--- src/rtl/mux_pkg.sv ---
// Shared constants and helpers for the round-robin mux/arbiter.
`timescale 1ns/1ps
package mux_pkg;

    localparam logic MODE_FIXED = 1'b0;
    localparam logic MODE_RR    = 1'b1;

    function automatic int clog2(input int n);
        int r;
        r = 0;
        while ((1 << r) < n) r++;
        return r;
    endfunction

endpackage

--- src/rtl/rr_arbiter.sv ---
// Rotating-priority grant: first requester at or after ptr, wrapping modulo NCH.
`timescale 1ns/1ps
module rr_arbiter
    import mux_pkg::*;
#(
    parameter int NCH  = 8,
    parameter int SELW = clog2(NCH)
) (
    input  logic [NCH-1:0]  req,
    input  logic [SELW-1:0] ptr,
    output logic [NCH-1:0]  gnt,
    output logic [SELW-1:0] idx,
    output logic            any,
    output logic [SELW-1:0] ptr_nxt
);

    int k;

    always_comb begin
        gnt = '0;
        idx = '0;
        any = 1'b0;
        k   = 0;
        for (int i = 0; i < NCH; i++) begin
            k = int'(ptr) + i;
            if (k >= NCH) k = k - NCH;
            if (!any && req[k]) begin
                any    = 1'b1;
                gnt[k] = 1'b1;
                idx    = k[SELW-1:0];
            end
        end
        // Next pointer is the channel after the winner, wrapping at NCH-1.
        ptr_nxt = (int'(idx) == NCH - 1) ? '0 : idx + SELW'(1);
    end

endmodule

--- src/rtl/rr_mux_arb.sv ---
// N-channel to 1 mux with fixed or round-robin selection and a registered output stage.
`timescale 1ns/1ps
module rr_mux_arb
    import mux_pkg::*;
#(
    parameter int  WIDTH = 8,
    parameter int  NCH   = 8,
    localparam int SELW  = clog2(NCH)
) (
    input  logic                 clk,
    input  logic                 rst_n,
    input  logic                 mode,
    input  logic [SELW-1:0]      sel,
    input  logic [NCH*WIDTH-1:0] in_data,
    input  logic [NCH-1:0]       in_valid,
    output logic [NCH-1:0]       in_ready,
    output logic [WIDTH-1:0]     out_data,
    output logic                 out_valid,
    input  logic                 out_ready,
    output logic [SELW-1:0]      out_ch
);

    logic            load;
    logic            xfer;
    logic            grant_any;
    logic            fix_any;
    logic            rr_any;
    logic [NCH-1:0]  fix_gnt;
    logic [NCH-1:0]  rr_gnt;
    logic [NCH-1:0]  gnt;
    logic [SELW-1:0] g;
    logic [SELW-1:0] rr_idx;
    logic [SELW-1:0] ptr;
    logic [SELW-1:0] ptr_nxt;

    // A sel value at or beyond NCH matches no channel, so nothing is granted.
    always_comb begin
        fix_gnt = '0;
        for (int k = 0; k < NCH; k++) begin
            if (sel == SELW'(k)) fix_gnt[k] = in_valid[k];
        end
    end

    assign fix_any = |fix_gnt;

    rr_arbiter #(
        .NCH  (NCH),
        .SELW (SELW)
    ) u_arb (
        .req     (in_valid),
        .ptr     (ptr),
        .gnt     (rr_gnt),
        .idx     (rr_idx),
        .any     (rr_any),
        .ptr_nxt (ptr_nxt)
    );

    // Handshake: a channel transfers when in_valid[k] && in_ready[k] at a rising
    // edge; the output transfers when out_valid && out_ready. in_ready is held low
    // during reset and whenever the output register cannot load.
    always_comb begin
        load      = !out_valid || out_ready;
        gnt       = fix_gnt;
        g         = sel;
        grant_any = fix_any;
        if (mode == MODE_RR) begin
            gnt       = rr_gnt;
            g         = rr_idx;
            grant_any = rr_any;
        end
        xfer     = grant_any && load && rst_n;
        in_ready = (load && rst_n) ? gnt : '0;
    end

    always_ff @(posedge clk or negedge rst_n) begin
        if (!rst_n) begin
            out_valid <= 1'b0;
            out_data  <= '0;
            out_ch    <= '0;
            ptr       <= '0;
        end else begin
            if (load) out_valid <= xfer;
            if (xfer) begin
                out_data <= in_data[int'(g)*WIDTH +: WIDTH];
                out_ch   <= g;
            end
            if (xfer && mode == MODE_RR) ptr <= ptr_nxt;
        end
    end

endmodule

--- config.mk ---
export PLATFORM = sky130hd
export DESIGN_NAME = rr_mux_arb
export DESIGN_NICKNAME = d
export VERILOG_FILES = /design/src/rtl/mux_pkg.sv /design/src/rtl/rr_arbiter.sv /design/src/rtl/rr_mux_arb.sv
export SDC_FILE = /design/constraint.sdc
export NUM_CORES = 1
export LEC_CHECK = 0
export ABC_AREA = 1
export CAP_MARGIN = 20
export CORE_ASPECT_RATIO = 2
export CORE_MARGIN = 1
export CORE_UTILIZATION = 40
export CTS_CLUSTER_SIZE = 30
export DETAILED_ROUTE_END_ITERATION = 8
export HOLD_SLACK_MARGIN = 0.02
export PLACE_DENSITY = 0.78
export SLEW_MARGIN = 20
export SYNTH_ARGS = -nofsm -noshare
export SYNTH_HDL_FRONTEND = slang
export SYNTH_SLANG_ARGS = --single-unit
export TNS_END_PERCENT = 10
--- constraint.sdc ---
create_clock -name clk -period 7.6 [get_ports clk]
set_input_delay 1.14 -clock clk [delete_from_list [all_inputs] [get_ports clk]]
set_output_delay 1.14 -clock clk [all_outputs]
set_load 0.01 [all_outputs]
==> results.cfg <==
[finish]
regArea_um2 = 375
nNetsFinal = 704
fin_area_um2 = 4090
n_antenna_cell = 0
syn_to_final_growth_pct = 35.1
fillers = 779
multiInputGateArea_um2 = 2350
drive_gt1_frac = 0.0897

[detailed_routing]
routed.top_layer = met4
wl_per_cell_um = 18.1
first_iter_violations = 435
routed_wl_um = 12800
viasPerCell = 5.83
met2_length_um = 7230
drt-met1-wl_um = 3980
postRouteAntennaNets = 0
met3_length_um = 680
drtPass1Iterations = 6
num_vias = 4107
drc = 0

[yosys]
synth_top_cell_by_area = nand2_1
synth_cells = 530
ys_seq_elements = 15
yosysTopAreaCellShare = 0.207
syn_avg_cell_area_um2 = 5.71
synth_common_cells = 167 x nand2_1, 118 x nand3_1, 31 x nor2_1, 28 x inv_1, 21 x nor3_1
yosysMostFrequentCell = nand2_1
ys_types = 41
synth_edf_count = 0
async_reset_ff_frac = 1.00
ys_seq_area_frac = 0.124
synth_nets = 620
synthFlopType = dfrtp_1
ys_warn_count = 0
synthTopCellsByArea = nand2_1 21%, nand3_1 20%, dfrtp_1 12%
syn_area_um2 = 3030

[global_routing]
grt_pass1_vias = 4074
grt.total_usage = 0.332
overflow = 0
grt_pass1_wl_um = 20500
grt_max_degree = 29
grt_antenna_before_repair = 0

[outcome]
status = finished, final reports clean

[placed_design]
dp_hpwl_um = 10300
io_buffers = 98
gp_congestion = 1.01
dpl-instance-area_um2 = 4010

[setup_path]
end_kind = output pin
worstPathMaxFanout = 15
cp.arrival_ns = 4.45
r2r_cells = 21
critPathKind = flop to output pin
worstSetupStartpointType = flop
worstPathRequired_ns = 6.46

[cts]
clock_path_buffers = 2
root_buffer = clkbuf_16
cts_setup_buffers = 0
cts_buffers = 3
cts_tree = built
clock_sinks = 15
htreeDepth = 1
clk_latency_ns = 0.25
cts_resized = 0
cts_hold_buf = 0
clkSlewWorstSetupHoldPaths_ns = 0.05

[sta]
finalCritPeriodShare = 0.736
skew_ns = 0.00243
max_freq_ghz = 0.179
setup_viol = 0
timing.final.crit_period_ns = 5.59
slew_violations = 0
worst_slew_pin_slew_ns = 0.849
hold_viol_final = 0
tns_ns = 0
rsz0062_at_grt = no
relSlewSlack = 0.433

[worst_hold_path]
hold_class = flop to flop
whs_path_depth = 2

[floorplanning]
num_rows = 44
initial_core_util = 0.417
core_area_um2 = 7270
fp.dieArea_um2 = 7940
die_w_um = 63.5
io_pins = 99
die_h_um = 125

[pwr]
power_uw = 1940
total_leakage_power_uw = 0.00187
p_per_area_nw_per_um2 = 474
ir_drop_mv = 0.230

[run]
cap_violations = 0
## layout make-up
type | instances | area share
clock buffers | 3 | 0.0183
clock inverters | 1 | 0.00122
inverters | 42 | 0.0416
multi-input cells | 452 | 0.576
flip-flops and latches | 15 | 0.0917
well taps | 92 | 0.0281
repair buffers | 100 | 0.243
## layout by cell type (no fill, tap or decap), drive strengths merged, types with 2 or more instances in the layout
cell,n
a2111oi,2
a211oi,7
a21oi,19
a31oi,3
buf,2
clkbuf,3
clkdlybuf4s50,98
clkinv,2
dfrtp,15
ha,11
inv,41
nand2,184
nand3,127
nand3b,2
nand4,9
nor2,37
nor3,21
o211ai,4
o21ai,17
o31ai,3
## routing by layer
layer  GRT usage  vias to the layer above
met4       0.213                        0
met5           0                        -
met3      0.0319                       67
met2       0.649                      231
met1       0.310                     1844
li1            -                     1965
## stage by stage
| step | cells | hold WS [ns] | util | setup WS, ns |
|---|---|---|---|---|
| after floorplan | 530 | 0.515 | - | 3.64 |
| after global placement | 701 | 0.467 | 0.552 | 2.23 |
| after detailed placement | 701 | 0.481 | 0.552 | 2.35 |
| after CTS | 705 | 0.494 | 0.563 | 2.08 |
| after global routing | 705 | 0.513 | 0.563 | 1.75 |
| final | 705 | 0.493 | 0.563 | 2.01 |
## power breakdown
group	total [uW]	internal (uW)	switching, uW
logic	1670	513	1160
clock network	103	70.3	32.7
registers	167	118	49.5
## worst max-delay path: stages, from the launching register on
cell	delay, ns
dfrtp_1	0.67
inv_2	0.25
ha_1	0.71
inv_2	0.29
nand3_1	0.23
nand2_1	0.07
nand2_1	0.07
nand2_2	0.11
nor2_2	0.39
a21oi_1	0.12
o21ai_0	0.10
a21oi_1	0.08
o21ai_0	0.10
a21oi_1	0.06
o21ai_0	0.09
a211oi_1	0.07
nor3_1	0.20
clkdlybuf4s50_1	0.59
## path summary, 6_finish.rpt
| path | to | slack (ns) | startpoint |
|---|---|---|---|
| min reg2reg | out_data[1] | 0.49 | out_data[1] |
| max reg2reg | out_data[5] | 3.16 | ptr[1] |
| min | out_data[1] | 0.49 | out_data[1] |
| max | in_ready[1] | 2.01 | ptr[1] |
| max in group asynchronous | out_data[4] | 5.83 | rst_n |
| min in group asynchronous | out_ch[1] | 1.32 | rst_n |
## registers in the layout, indices dropped and copies added, names as in the netlist
signal and flops:
out_data 8, out_valid 1, out_ch 3, ptr 3
## kinds of logic (layout without fill, tap and decap cells)
group                      count (synthesis)  in the layout  synth area share
xor gates and xnor gates                   1              1           0.00289
AOI/OAI and AO/OA                         59             59             0.121
buffers and inverters                     63            146            0.0983
and+or+nand+nor                          381            381             0.608
adders and majority gates                 11             11            0.0455
DFF                                       15             15             0.124
No activity file was read; power rests on OpenSTA's default activity.
